==> src/rtl/perf_counter_pkg.sv <==
// perf_counter_pkg: FSM encoding, default widths and the shared count/overflow arithmetic.
package perf_counter_pkg;
   localparam int NUM_CNT_DEF    = 4;
   localparam int CNT_WIDTH_DEF  = 32;
   localparam int STEP_WIDTH_DEF = 4;
   typedef enum logic {ST_IDLE = 1'b0, ST_RUN = 1'b1} state_e;
   typedef struct packed {
      logic [63:0] cnt;
      logic        ovf;
   } cnt_res_t;
   // Counts up to 64 bits wide; carry is taken at bit 'width'.
   function automatic cnt_res_t next_count(input logic [63:0] cnt, input logic [63:0] step,
                                           input logic sat, input int width);
      logic [64:0] sum;
      logic [63:0] ones;
      logic        carry;
      sum   = {1'b0, cnt} + {1'b0, step};
      ones  = {64{1'b1}} >> (64 - width);
      carry = sum[width];
      next_count.cnt = (sat && carry) ? ones : (sum[63:0] & ones);
      next_count.ovf = carry;
   endfunction
endpackage

==> src/rtl/perf_counter_chan.sv <==
// perf_counter_chan: one live counter with sticky overflow and shadow copy.
// Threshold register and sticky irq exist only with PERF_CNT_THRESHOLD_IRQ_EN.
module perf_counter_chan
   import perf_counter_pkg::*;
#(
   parameter int CNT_WIDTH  = CNT_WIDTH_DEF,
   parameter int STEP_WIDTH = STEP_WIDTH_DEF
) (
   input  logic                  clk,
   input  logic                  rst,
   input  logic                  inc,
   input  logic [STEP_WIDTH-1:0] step,
   input  logic                  sat,
   input  logic                  clr,
   input  logic                  snap,
`ifdef PERF_CNT_THRESHOLD_IRQ_EN
   input  logic                  thr_we,
   input  logic [CNT_WIDTH-1:0]  thr_data,
   output logic                  irq,
`endif
   output logic [CNT_WIDTH-1:0]  shadow,
   output logic                  ovf
);
   cnt_res_t             nxt;
   logic [CNT_WIDTH-1:0] cnt_q, cnt_d, shadow_q;
   logic                 ovf_q, ovf_d;
   always_comb begin
      nxt   = next_count(64'(cnt_q), 64'(step), sat, CNT_WIDTH);
      cnt_d = clr ? '0 : inc ? CNT_WIDTH'(nxt.cnt) : cnt_q;
      ovf_d = !clr && (ovf_q || (inc && nxt.ovf));
   end
   // Shadow samples the pre-update value, so a coincident clear is not seen.
   always_ff @(posedge clk) begin
      if (rst) begin
         cnt_q    <= '0;
         ovf_q    <= 1'b0;
         shadow_q <= '0;
      end else begin
         cnt_q <= cnt_d;
         ovf_q <= ovf_d;
         if (snap) shadow_q <= cnt_q;
      end
   end
   assign shadow = shadow_q;
   assign ovf    = ovf_q;
`ifdef PERF_CNT_THRESHOLD_IRQ_EN
   logic [CNT_WIDTH-1:0] thr_q;
   logic                 irq_q, irq_d;
   always_comb irq_d = !clr && (irq_q || (cnt_q < thr_q && cnt_d >= thr_q));
   always_ff @(posedge clk) begin
      if (rst) begin
         thr_q <= '1;
         irq_q <= 1'b0;
      end else begin
         thr_q <= thr_we ? thr_data : thr_q;
         irq_q <= irq_d;
      end
   end
   assign irq = irq_q;
`endif
endmodule

==> src/rtl/perf_counter_bank.sv <==
// perf_counter_bank: run/stop gated bank of counters with snapshot shadows and a 1-cycle read port.
// Optional threshold irq enabled by PERF_CNT_THRESHOLD_IRQ_EN.
module perf_counter_bank
   import perf_counter_pkg::*;
#(
   parameter int NUM_CNT    = NUM_CNT_DEF,
   parameter int CNT_WIDTH  = CNT_WIDTH_DEF,
   parameter int STEP_WIDTH = STEP_WIDTH_DEF,
   parameter int IDX_WIDTH  = (NUM_CNT > 1) ? $clog2(NUM_CNT) : 1
) (
   input  logic                          clk,
   input  logic                          rst,
   input  logic                          start,
   input  logic                          stop,
   input  logic [NUM_CNT-1:0]            en,
   input  logic [NUM_CNT*STEP_WIDTH-1:0] step,
   input  logic [NUM_CNT-1:0]            sat_mode,
   input  logic [NUM_CNT-1:0]            clr,
   input  logic                          snap,
   input  logic                          rd_req,
   input  logic [IDX_WIDTH-1:0]          rd_idx,
`ifdef PERF_CNT_THRESHOLD_IRQ_EN
   input  logic                          thr_wr,
   input  logic [IDX_WIDTH-1:0]          thr_idx,
   input  logic [CNT_WIDTH-1:0]          thr_data,
   output logic [NUM_CNT-1:0]            irq,
`endif
   output logic                          rd_vld,
   output logic [CNT_WIDTH-1:0]          rd_data,
   output logic [NUM_CNT-1:0]            ovf,
   output logic                          running
);
   state_e               state_q, state_d;
   logic [CNT_WIDTH-1:0] shadow [NUM_CNT];
   logic [CNT_WIDTH-1:0] rd_data_q, rd_data_d;
   logic                 rd_vld_q;
   always_ff @(posedge clk) state_q <= rst ? ST_IDLE : state_d;
   always_comb state_d = stop ? ST_IDLE : start ? ST_RUN : state_q;
   always_comb running = (state_q == ST_RUN);
   for (genvar i = 0; i < NUM_CNT; i++) begin : g_chan
      perf_counter_chan #(.CNT_WIDTH(CNT_WIDTH), .STEP_WIDTH(STEP_WIDTH)) u_chan (
         .clk     (clk),
         .rst     (rst),
         .inc     (running && en[i]),
         .step    (step[i*STEP_WIDTH +: STEP_WIDTH]),
         .sat     (sat_mode[i]),
         .clr     (clr[i]),
         .snap    (snap),
`ifdef PERF_CNT_THRESHOLD_IRQ_EN
         .thr_we  (thr_wr && (32'(thr_idx) == i)),
         .thr_data(thr_data),
         .irq     (irq[i]),
`endif
         .shadow  (shadow[i]),
         .ovf     (ovf[i])
      );
   end
   always_comb rd_data_d = !rd_req ? rd_data_q : (32'(rd_idx) < NUM_CNT) ? shadow[rd_idx] : '0;
   always_ff @(posedge clk) begin
      if (rst) begin
         rd_data_q <= '0;
         rd_vld_q  <= 1'b0;
      end else begin
         rd_data_q <= rd_data_d;
         rd_vld_q  <= rd_req;
      end
   end
   assign rd_data = rd_data_q;
   assign rd_vld  = rd_vld_q;
endmodule

==> config.mk <==
export PLATFORM = sky130hd
export DESIGN_NAME = perf_counter_bank
export DESIGN_NICKNAME = d
export VERILOG_FILES = /design/src/rtl/perf_counter_pkg.sv /design/src/rtl/perf_counter_chan.sv /design/src/rtl/perf_counter_bank.sv
export SDC_FILE = /design/constraint.sdc
export NUM_CORES = 1
export LEC_CHECK = 0
export ABC_CLOCK_PERIOD_IN_PS = 2300
export BUFFER_PORTS_ARGS = -buffer_cell sky130_fd_sc_hd__buf_2
export CAP_MARGIN = 25
export CORE_MARGIN = 2
export CORE_UTILIZATION = 54
export CTS_CLUSTER_DIAMETER = 80
export DETAILED_ROUTE_END_ITERATION = 6
export PLACE_DENSITY = 0.79
export SLEW_MARGIN = 40
export SYNTH_ARGS = -nofsm -noshare
export SYNTH_HDL_FRONTEND = slang
export SYNTH_HIERARCHICAL = 1
export SYNTH_SLANG_ARGS = --single-unit
==> constraint.sdc <==
create_clock -name clk -period 2.3 [get_ports clk]
set_input_delay 0.23 -clock clk [delete_from_list [all_inputs] [get_ports clk]]
set_output_delay 0.23 -clock clk [all_outputs]
set_load 0.1 [all_outputs]
* Word level (Yosys, flattened, before mapping)
Cells that the tools add are included.
Word-level totals: flip-flop bits (word level) 294, bits of input ports 36, output and inout port bits 38, word-level logic and storage cells 57
Cells by class: $add $sub $neg 4, magnitude comparators 1, mux-type cells 7, bitwise gates (word level) 1, reductions and logical operators 29
Operator list (number):
- two-way mux 32 bit | 6
- adder 32 x 4 -> 33 bit | 4
- binary-select mux 32 bit (select 2 bit) | 1
- logical AND 1 bit | 16
- OR reduction 2 bit | 5
- zero test 1 bit | 4
- logical OR 1 bit | 4
- >= comparator 3 bit, second input constant | 1
- inverter 2 -> 3 bit | 1

* Logic depth before layout (Yosys ltp)
depth in word-level cells 4, gate-level depth with buffers 8, gate-level depth less buffers 7

* Hierarchy
Netlist, hierarchy kept.
By module, submodules not included:
- perf_counter_chan (g_chan[2].u_chan ...) | instances 2, cells each 305, area each 2864.0 um^2, seq. area each 1301.2 um^2
- perf_counter_chan (g_chan[0].u_chan ...) | instances 2, cells each 287, area each 2832.7 um^2, seq. area each 1301.2 um^2
- perf_counter_bank | instances 1, cells each 191, area each 2243.4 um^2, seq. area each 680.7 um^2

* Least setup slack after synthesis
OpenSTA, ideal clock, no wires.
path kind reg2reg, start point register state_q (netlist: running), end point register g_chan[2].u_chan.cnt_q[24], setup time 0.074 ns, arrival time 2.474 ns, data required time 2.226 ns, path slack -0.248 ns, cell stages (with the launch flop) 8, buffers on the path 2, period minus slack after synthesis 2.548 ns, path through dfxtp_1 -> and2_1 -> buf_2 -> o211ai_1 -> clkbuf_1 -> nor4_1 -> o21ai_0 -> a31oi_1
On the way: longest elaborated chain between the ends 1
Ends and longest elaborated chain:
- start, declared | RTL line perf_counter_bank.sv:33 | state_e state_q, state_d;
- start signal, assigned | RTL line perf_counter_bank.sv:37 | always_ff @(posedge clk) state_q <= rst ? ST_IDLE : state_d;
- logical AND 1 bit | RTL line perf_counter_bank.sv:44 | .inc (running && en[i]),
- end signal, assigned | RTL line perf_counter_chan.sv:39 | cnt_q <= cnt_d;
- end, declared | RTL line perf_counter_chan.sv:25 | logic [CNT_WIDTH-1:0] cnt_q, cnt_d, shadow_q;
Every way passes these cells. A chain may end at the register's enable or synchronous reset.

* Worst setup path after layout
start point register state_q (netlist: running), end point register g_chan[2].u_chan.cnt_q[15]
Same word-level chain as after synthesis.

==> qor.yml <==
power:
  switchingPower_w: 0.00228
  p_clk_share_pct: 47.3
  internal-power_w: 0.00828
  power_frac_comb_pct: 4.3
  power.share.switching_pct: 21.6
  p_leak_nw: 6.14
  finalPower_w: 0.0106
  seqPwrFrac_pct: 48.4
  p_per_area_nw_per_um2: 673
  worst_ir_drop_vdd_v: 0.000567
global_routing:
  grt_max_degree: 65
  grt-ovfl-total: 0
  grt_pass1_wl_mm: 54.0
  grt_pass1_vias: 10200
  antenna_found_initial: 0
  grtUsageTotal_pct: 25.3
cts:
  cts_tree: "yes"
  cts_max_path_buffers: 3
  clk_pin_slew_worst_paths_ns: 0.06
  cts.sinks: 294
  htree_levels: 1
  root_buffer: "clkbuf_16"
  clock_latency_ns: 0.55
  cts_made_buffers: 30
drt:
  vias: 10700
  first_pass_iters: 7
  drtIter0Drc: 780
  wire_per_inst_um: 19.4
  drt-total-wl_mm: 34.8
  dr_wl_met2_mm: 16.9
  drt-met1-wl_mm: 15.1
  viasPerCell: 5.97
  met3WireLength_mm: 1.54
  drc_errors: 0
  top_layer_used: "met4"
  drtAntennaViolNets: 0
sta:
  post-route-period-util_pct: 98.1
  max-slew-margin-rel_pct: 53.3
  clock_skew_ns: 0.00770
  period_minus_slack_ns: 2.26
  grt_setup_unrepaired: "true"
  setup_viol: 0
  slew_violations: 0
  tightest_slew_ns: 0.700
  max_freq_mhz: 443
  hold_viol_final: 0
  fin_hold_ws_ns: 0.0224
  tns_ns: 0
logic_synthesis:
  async_flop_share_pct: 0
  synth_area_sq_um: 13600
  synthMuxAreaShare_pct: 14.5
  synth-edff-count: 0
  synth_top_family_by_area: "simple AND/OR/NAND/NOR gates"
  syn_nets: 1431
  synth_adder_area_share_pct: 2.06
  synthXorXnorAreaFrac_pct: 6.17
  synth-simple-area-share_pct: 19.9
  yosys_warnings: 6
  synth_compound_area_share_pct: 10.9
  synth_cell_types: 58
  syn_avg_cell_area_sq_um: 9.92
  ys.flop_type: "dfxtp_1"
  synth_seq_area_share_pct: 43.2
  synthCells: 1375
  ys_ff_latch: 294
setup_path:
  worstPathRequired_ns: 2.70
  crit_type: "reg2reg"
  crit_fanout: 13
  setup.worst_path.end_class: "flip-flop"
  start_kind: "flip-flop"
  arrival_ns: 2.66
die:
  start_util_pct: 54.6
  ios: 74
  fp.dieArea_sq_um: 26500
  core-area_sq_um: 25000
  die_width_um: 163
  placementRows: 58
  dieHeight_um: 163
finish:
  instances_no_fill: 1798
  drive_gt1_share_pct: 20.4
  diodes: 0
  final_cell_mix: "dfxtp_1, mux2i_1, nor2_1, a21oi_1, buf_2"
  fill_cells: 1980
  utilization_pct: 62.9
  fin_nets: 1502
  area_growth_pct: 15.1
  layout_commonest_cell: "dfxtp_1"
outcome:
  outcome: "finished, final reports clean"
placed_design:
  portBuffers: 73
  dpl.hpwl_mm: 23.7
  place.gp.congestion: 0.878
  dp_cells: 1732
job:
  maxCapViolCount: 0
min_path:
  worst_hold_path_type: "in2reg"
## layer usage
metal,GRT usage [%],up-vias
li1,-,5131
met1,33.1,5216
met2,43.1,307
met3,3.06,72
met4,9.17,0
met5,0,-
## cell type report
type	instances	area (sq um)	share of cell area [%]
multi-input cells	988	7400	47.2
flip-flops and latches	294	5890	37.5
repair buffers	122	930	5.93
clock buffers	45	898	5.73
well taps	330	413	2.63
clock inverters	9	126	0.805
inverters	10	37.5	0.239
## final timing paths
check                                          start                    endpoint  slack [ns]  cells after the start
worst max-delay path                         running  g_chan[2].u_chan/cnt_q[15]        0.04                      7
worst min-delay path                          clr[0]   g_chan[0].u_chan/cnt_q[0]        0.02                      3
worst max register to register               running  g_chan[2].u_chan/cnt_q[15]        0.04                      7
worst min register to register  g_chan[0].u_chan/ovf        g_chan[0].u_chan/ovf        0.48                      2
## power groups by stage
stage / Sequential, W / Clock, W / Combinational (W)
after CTS: 0.00511 / 0.00506 / 0.000449
after floorplan: 0.00523 / 0 / 0.000302
final: 0.00511 / 0.00500 / 0.000454
after global routing: 0.00511 / 0.00527 / 0.000483
after global placement: 0.00522 / 0 / 0.000439
after detailed placement: 0.00522 / 0 / 0.000443
## Yosys cell counts, drive strengths merged, types with 35 or more instances
cell type	number	area share, %
buf	44	1.9
nand2	40	1.1
nand3	50	2.1
nor2	177	5.1
mux2i	198	15
nand4	48	3.0
a21oi	116	4.3
clkbuf	42	1.2
or3b	35	2.3
xor2	64	4.1
dfxtp	294	43
## metrics by stage
step	worst slack [ns]	instance area (sq um)
after floorplan	0.0213	13600
after global placement	0.126	14500
after detailed placement	0.00862	14500
after CTS	0.00774	15600
after global routing	-0.0171	15700
final	0.0443	15700
## logic make-up after synthesis
group | after synthesis
multiplexers | 198
AND/OR/NAND/NOR | 467
buffers and inverters | 96
flip-flops | 294
adder cells (fa/ha/maj) | 20
XOR/XNOR | 96
AO/OA/AOI/OAI | 204
## critical path, stage by stage (launching register included)
cell,delay (ns)
dfxtp_2,0.53
and2_1,0.40
nand3_1,0.12
o22ai_1,0.34
buf_4,0.29
nand4_1,0.15
xor2_1,0.20
a21oi_1,0.09
## registers in the layout (all words and copies together) (netlist names)
signal,flops
g_chan.u_chan/ovf,4
g_chan.u_chan/cnt_q,128
rd_vld,1
rd_data,32
running,1
g_chan.u_chan/shadow,128
## repair_timing
action                     in CTS  in global routing
setup buffers                   0                  5
pin swaps                       0                  5
hold buffers                    4                  0
gates resized for setup         2                 12
cloned                          0                  3
hold endpoints to repair        6                  0
setup endpoints to repair       2                 52
Power figures use the tool's default switching activity.
